<file path="src/rtl/mix_col_seq.sv">
// Sequential AES (Inv)MixColumns: one shared column mixer processes the four columns over four cycles.
// Define MIX_COL_SEQ_INV_EN to build the inverse mixer; otherwise in_inv is ignored and only the forward transform is built.
module mix_col_seq (
  input  logic         clk,
  input  logic         rst_n,
  input  logic         in_valid,
  output logic         in_ready,
  input  logic [127:0] in_state,
  input  logic         in_inv,
  output logic         out_valid,
  input  logic         out_ready,
  output logic [127:0] out_state,
  output logic         busy
);

  typedef enum logic [1:0] {IDLE, RUN, DONE} state_t;

  state_t       r_state;
  logic [1:0]   r_col;
  logic [127:0] r_work;

  logic [31:0]  w_col_in;
  logic [31:0]  w_col_out;
  logic [7:0]   w_a   [4];
  logic [7:0]   w_fwd [4];
  logic [7:0]   w_r   [4];
  logic         w_inv;

  function automatic logic [7:0] f_xtime(input logic [7:0] b);
    return {b[6:0], 1'b0} ^ (b[7] ? 8'h1b : 8'h00);
  endfunction

  always_comb begin
    w_col_in = r_work[127:96];
    case (r_col)
      2'd0: w_col_in = r_work[127:96];
      2'd1: w_col_in = r_work[95:64];
      2'd2: w_col_in = r_work[63:32];
      2'd3: w_col_in = r_work[31:0];
      default: w_col_in = r_work[127:96];
    endcase
  end

`ifdef MIX_COL_SEQ_INV_EN
  logic       r_inv;
  logic [7:0] w_x9  [4];
  logic [7:0] w_x11 [4];
  logic [7:0] w_x13 [4];
  logic [7:0] w_x14 [4];
  logic [7:0] w_invr[4];
  assign w_inv = r_inv;
`else
  logic w_unused_inv;
  assign w_unused_inv = in_inv;
  assign w_inv = 1'b0;
`endif

  genvar gi;
  generate
    for (gi = 0; gi < 4; gi++) begin : g_byte
      assign w_a[gi] = w_col_in[31-8*gi -: 8];
      // 2*a_i ^ 3*a_(i+1) ^ a_(i+2) ^ a_(i+3), rows rotate through the same column
      assign w_fwd[gi] = f_xtime(w_a[gi]) ^ f_xtime(w_a[(gi+1)%4]) ^ w_a[(gi+1)%4]
                       ^ w_a[(gi+2)%4] ^ w_a[(gi+3)%4];
`ifdef MIX_COL_SEQ_INV_EN
      logic [7:0] w_x2, w_x4, w_x8;
      assign w_x2 = f_xtime(w_a[gi]);
      assign w_x4 = f_xtime(w_x2);
      assign w_x8 = f_xtime(w_x4);
      assign w_x9[gi]  = w_x8 ^ w_a[gi];
      assign w_x11[gi] = w_x8 ^ w_x2 ^ w_a[gi];
      assign w_x13[gi] = w_x8 ^ w_x4 ^ w_a[gi];
      assign w_x14[gi] = w_x8 ^ w_x4 ^ w_x2;
      assign w_invr[gi] = w_x14[gi] ^ w_x11[(gi+1)%4] ^ w_x13[(gi+2)%4] ^ w_x9[(gi+3)%4];
      assign w_r[gi] = w_inv ? w_invr[gi] : w_fwd[gi];
`else
      assign w_r[gi] = w_inv ? w_fwd[gi] : w_fwd[gi];
`endif
    end
  endgenerate

  assign w_col_out = {w_r[0], w_r[1], w_r[2], w_r[3]};

  always_ff @(posedge clk or negedge rst_n) begin
    if (!rst_n) begin
      r_state <= IDLE;
      r_col   <= 2'd0;
      r_work  <= 128'd0;
`ifdef MIX_COL_SEQ_INV_EN
      r_inv   <= 1'b0;
`endif
    end else begin
      case (r_state)
        IDLE: begin
          if (in_valid) begin
            r_work  <= in_state;
            r_col   <= 2'd0;
            r_state <= RUN;
`ifdef MIX_COL_SEQ_INV_EN
            r_inv   <= in_inv;
`endif
          end
        end
        RUN: begin
          case (r_col)
            2'd0: r_work[127:96] <= w_col_out;
            2'd1: r_work[95:64]  <= w_col_out;
            2'd2: r_work[63:32]  <= w_col_out;
            2'd3: r_work[31:0]   <= w_col_out;
            default: r_work[127:96] <= w_col_out;
          endcase
          r_col <= r_col + 2'd1;
          if (r_col == 2'd3) r_state <= DONE;
        end
        DONE: begin
          if (out_ready) r_state <= IDLE;
        end
        default: r_state <= IDLE;
      endcase
    end
  end

  assign in_ready  = (r_state == IDLE);
  assign out_valid = (r_state == DONE);
  assign busy      = (r_state != IDLE);
  assign out_state = r_work;

endmodule
</file>
<file path="config.mk">
export PLATFORM = sky130hd
export DESIGN_NAME = mix_col_seq
export DESIGN_NICKNAME = d
export VERILOG_FILES = /design/src/rtl/mix_col_seq.sv
export SDC_FILE = /design/constraint.sdc
export NUM_CORES = 1
export LEC_CHECK = 0
export CORE_ASPECT_RATIO = 1.1
export CORE_MARGIN = 1.5
export CORE_UTILIZATION = 30
export DETAILED_ROUTE_END_ITERATION = 8
export GPL_TIMING_DRIVEN = 0
export PLACE_DENSITY = 0.65
export SKIP_CTS_REPAIR_TIMING = 1
export SYNTH_ARGS = -nofsm -noshare
export SYNTH_HDL_FRONTEND = slang
export SYNTH_SLANG_ARGS = --single-unit
</file>
<file path="constraint.sdc">
create_clock -name clk -period 3.6 [get_ports clk]
set_input_delay 0.72 -clock clk [delete_from_list [all_inputs] [get_ports clk]]
set_output_delay 0.72 -clock clk [all_outputs]
set_load 0.02 [all_outputs]
</file>
==> results <==
- The number of nets with antenna violations after detailed routing is 0.
- The final critical path takes up a little over nine tenths of the cycle.
- For this run, asynchronously set or reset flops after synthesis account for 100%.
- The die is 161 um wide.
- The die covers between 20,000 and 30,000 um2.
- The largest net degree at the start of global routing is between 70 and 80.
- For this run, design rule violations remaining after detail routing come to 0.
- When the netlist entered floorplanning its net count stood at 1,003.
- The floorplan step defined a core boundary enclosing between 20,000 and 30,000 um2.
- The die is approximately 180 um tall.
- Of the post-synthesis cell area, the dominant cell type holds 40.2%.
- The H-tree was split into 4 levels.
- In this run the count of I/O pins placed on the die edge is 264.
- The internal reg-to-reg setup slack is 0.08 ns.
- Setup repair after global routing left no endpoint under its margin.
- In the layout the commonest cells are sky130_fd_sc_hd__clkdlybuf4s50_1 (261), sky130_fd_sc_hd__dfrtp_1 (132), sky130_fd_sc_hd__xnor2_1 (111), sky130_fd_sc_hd__and3_1 (77), sky130_fd_sc_hd__a221o_1 (76).
- The data required time at the worst endpoint is just under 4 ns.
- For this run, the post-layout net count is 1,334.
- The sequential cell area fraction in the yosys report is roughly 40%.
- After synthesis, the mean cell area works out to between 9 and 10 um2.
- The number of DRC markers after the initial detailed-route iteration is approximately 1,100.
- The synthesized netlist devotes between 10% and 20% of its cell area to XOR and XNOR gates.
- STA classifies the critical path endpoint as a flip-flop.
- Global routing consumed, over all layers together, between 20% and 30% of the routing resources.
- The setup path with the least slack is of type reg2reg.
- Once the floorplan was initialized, standard cells occupied 30.5% of the core.
- The final cell utilization of the core is a little under half.
- The number of global-route vias before repair is approximately 9,000.
- The later pin in the worst-skew pair is clocked with a latency of ~0.43 ns.
- Summing every instance area after synthesis gives 8210 um2.
- The main combinational cell family by area after synthesis is compound AO/OA/AOI/OAI gates.
- The number of setup violations in the final report is 0.
- The worst-path maximum fanout is 10.
- Among all flip-flop cells after synthesis, the most frequent one is sky130_fd_sc_hd__dfrtp_1.
- The floorplan has 63 rows.
- The via density per instance is ~5.7.
- The most common cell after layout, fill and taps aside is sky130_fd_sc_hd__clkdlybuf4s50_1.
- In this run the worst hold path is classified as in2async.
- The first global-routing pass estimated about 57,000 um of wire.
- The worst setup path is launched from a flip-flop.
- Compared with the post-synthesis result, the final layout area differs by 51.0%.
- The simple-gate portion of the synthesized area is a little under an eighth.
- Synthesis produced a netlist whose cell count is 866.
- The flip-flop and latch count after synthesis is 132.
- Buffers placed on the I/O ports in this run total 262.
- Across the run, the number of max-cap violations was 0.
- Of the cells placed in the final design, the portion with a size suffix greater than 1 is a little under 9%.
- The cell taking the most area after synthesis is sky130_fd_sc_hd__dfrtp_1.
- The TritonCTS buffer count is 17.
- During synthesis, Yosys emitted a total of 0 warnings.
- The via total after detailed routing is 8,996.
- The final total negative setup slack is 0 ns.
- The wire-length estimate of the detail-placed layout is about 30,000 um.
- The count of final max-slew check failures is 0.
- The initial antenna violation count is 0.
- For the pin with the worst max-slew slack, the measured transition is roughly 1 ns.
- The root buffer cell is sky130_fd_sc_hd__clkbuf_16.
- The clock arrives with 0.00677 ns of skew.
- The average detailed-routed wire length per instance is between 20 and 30 um.
- The first TritonRoute pass finished after 8 iterations.
- The CTS clock-pin slew for the worst setup and hold paths is approximately 0.06 ns.
- The number of synthesized flops with an enable pin is 0.
- The count of endpoints failing hold in the final timing report is 0.
- The total routed wirelength is about 40,000 um.
- The flow ran to the end, and the final reports show no timing, DRC or antenna violations.
- TritonCTS built the clock tree.
- Derived from the worst setup path, the maximum achievable clock frequency is 284 MHz.
- The data arrival time at the worst-slack endpoint is 3.80 ns.
- The clock period could shrink to 3.52 ns.
- The maximum count of clock buffers along a single path is 2.
- Summing the areas of all fa, ha and maj instances in the mapped netlist gives less than 1% of the synthesized area.
- The final weighted congestion in routability-driven placement is 0.921.
- Multiplexer cells account for under 10% of the synthesized area.
- Sorting the synthesized cells by area gives the leading types as sky130_fd_sc_hd__dfrtp_1 (40%), sky130_fd_sc_hd__xnor2_1 (13%), sky130_fd_sc_hd__a221o_1 (9.3%), sky130_fd_sc_hd__and3_1 (5.9%), sky130_fd_sc_hd__xor2_1 (5.8%).
- Counting every sink on the clock net gives 132.
- The number of different library cells used by synthesis comes to 32.
- The worst pin sits at a relative slew slack of about a third.
- The total overflow left after global routing is 0.
- The tightest hold path in the finished design has a slack of 0.225 ns.
- Summing the areas of all compound-gate instances in the mapped netlist gives between 20% and 30% of the synthesized area.
[cell usage after synthesis, types with 4 or more instances]
cell type and n:
sky130_fd_sc_hd__mux2i_1 8, sky130_fd_sc_hd__xnor2_1 119, sky130_fd_sc_hd__nand2_1 43, sky130_fd_sc_hd__xor2_1 54, sky130_fd_sc_hd__nor2_1 63, sky130_fd_sc_hd__clkbuf_1 76, sky130_fd_sc_hd__a21oi_1 64, sky130_fd_sc_hd__o22ai_1 48
sky130_fd_sc_hd__a21o_1 4, sky130_fd_sc_hd__nand2b_1 4, sky130_fd_sc_hd__dfrtp_1 132, sky130_fd_sc_hd__ha_1 4, sky130_fd_sc_hd__a222oi_1 32, sky130_fd_sc_hd__and3_1 77, sky130_fd_sc_hd__o21ai_1 6, sky130_fd_sc_hd__o21ai_0 32
sky130_fd_sc_hd__a221o_1 76, sky130_fd_sc_hd__inv_1 4
[worst paths after layout]
kind                                      startpoint                    endpoint  cells after the start
max                             r_col[0]$_DFFE_PN0P_   out_state[28]$_DFFE_PN0P_                      9
min                                            rst_n  out_state[111]$_DFFE_PN0P_                      1
max reg2reg                     r_col[0]$_DFFE_PN0P_   out_state[28]$_DFFE_PN0P_                      9
min reg2reg                out_state[90]$_DFFE_PN0P_   out_state[90]$_DFFE_PN0P_                      1
min in group clk           out_state[90]$_DFFE_PN0P_   out_state[90]$_DFFE_PN0P_                      1
max in group asynchronous                      rst_n   out_state[28]$_DFFE_PN0P_                      2
[through the flow]
stage / area [um2] / setup slack (ns) / cells
after floorplan: 8210 / 0.945 / 866
after global placement: 11300 / -3.55 / 1485
after detailed placement: 11300 / -0.381 / 1486
after CTS: 12000 / -0.417 / 1517
after global routing: 12400 / 0.00667 / 1566
final: 12400 / 0.0836 / 1567
[critical path: stages (launching register included)]
cell                       delay, ns
sky130_fd_sc_hd__dfrtp_1        0.43
sky130_fd_sc_hd__ha_1           0.23
sky130_fd_sc_hd__buf_6          0.14
sky130_fd_sc_hd__clkbuf_1       0.34
sky130_fd_sc_hd__a222oi_1       0.79
sky130_fd_sc_hd__xnor2_1        0.13
sky130_fd_sc_hd__o21ai_1        0.44
sky130_fd_sc_hd__xnor2_1        0.15
sky130_fd_sc_hd__xnor2_1        0.55
sky130_fd_sc_hd__o22ai_1        0.18
[state kept, by name (all words and copies together), names as in the netlist]
register / flops
r_col: 2
r_state: 2
out_state: 128
[area by class of cell]
| type | instances | area (um2) |
|---|---|---|
| clock buffer | 21 | 470 |
| timing repair buffer | 312 | 3020 |
| multi-input combinational | 648 | 4650 |
| buffer | 81 | 320 |
| antenna | 1 | 2.50 |
| fill | 2632 | 14600 |
| sequential | 132 | 3300 |
| inverter | 5 | 18.8 |
| tap | 357 | 447 |
| clock inverter | 10 | 170 |
[layer usage]
metal  track usage, %  share of wire, %  vias up
li1                 -                 -     3884
met1             34.9                39     4373
met2             45.4                48      642
met3             5.03               9.3       97
met4             11.6               4.1        0
met5                0                 0        -
[cell families after synthesis]
| kind of cell | Yosys count |
|---|---|
| AOI/OAI and AO/OA | 268 |
| xor gates and xnor gates | 173 |
| adders and majority gates | 4 |
| buffers and inverters | 86 |
| DFF | 132 |
| muxes | 9 |
| and+or+nand+nor | 194 |
Power is not shown: default switching activity piles up to over one toggle a cycle in this logic, so the estimate is an artifact.
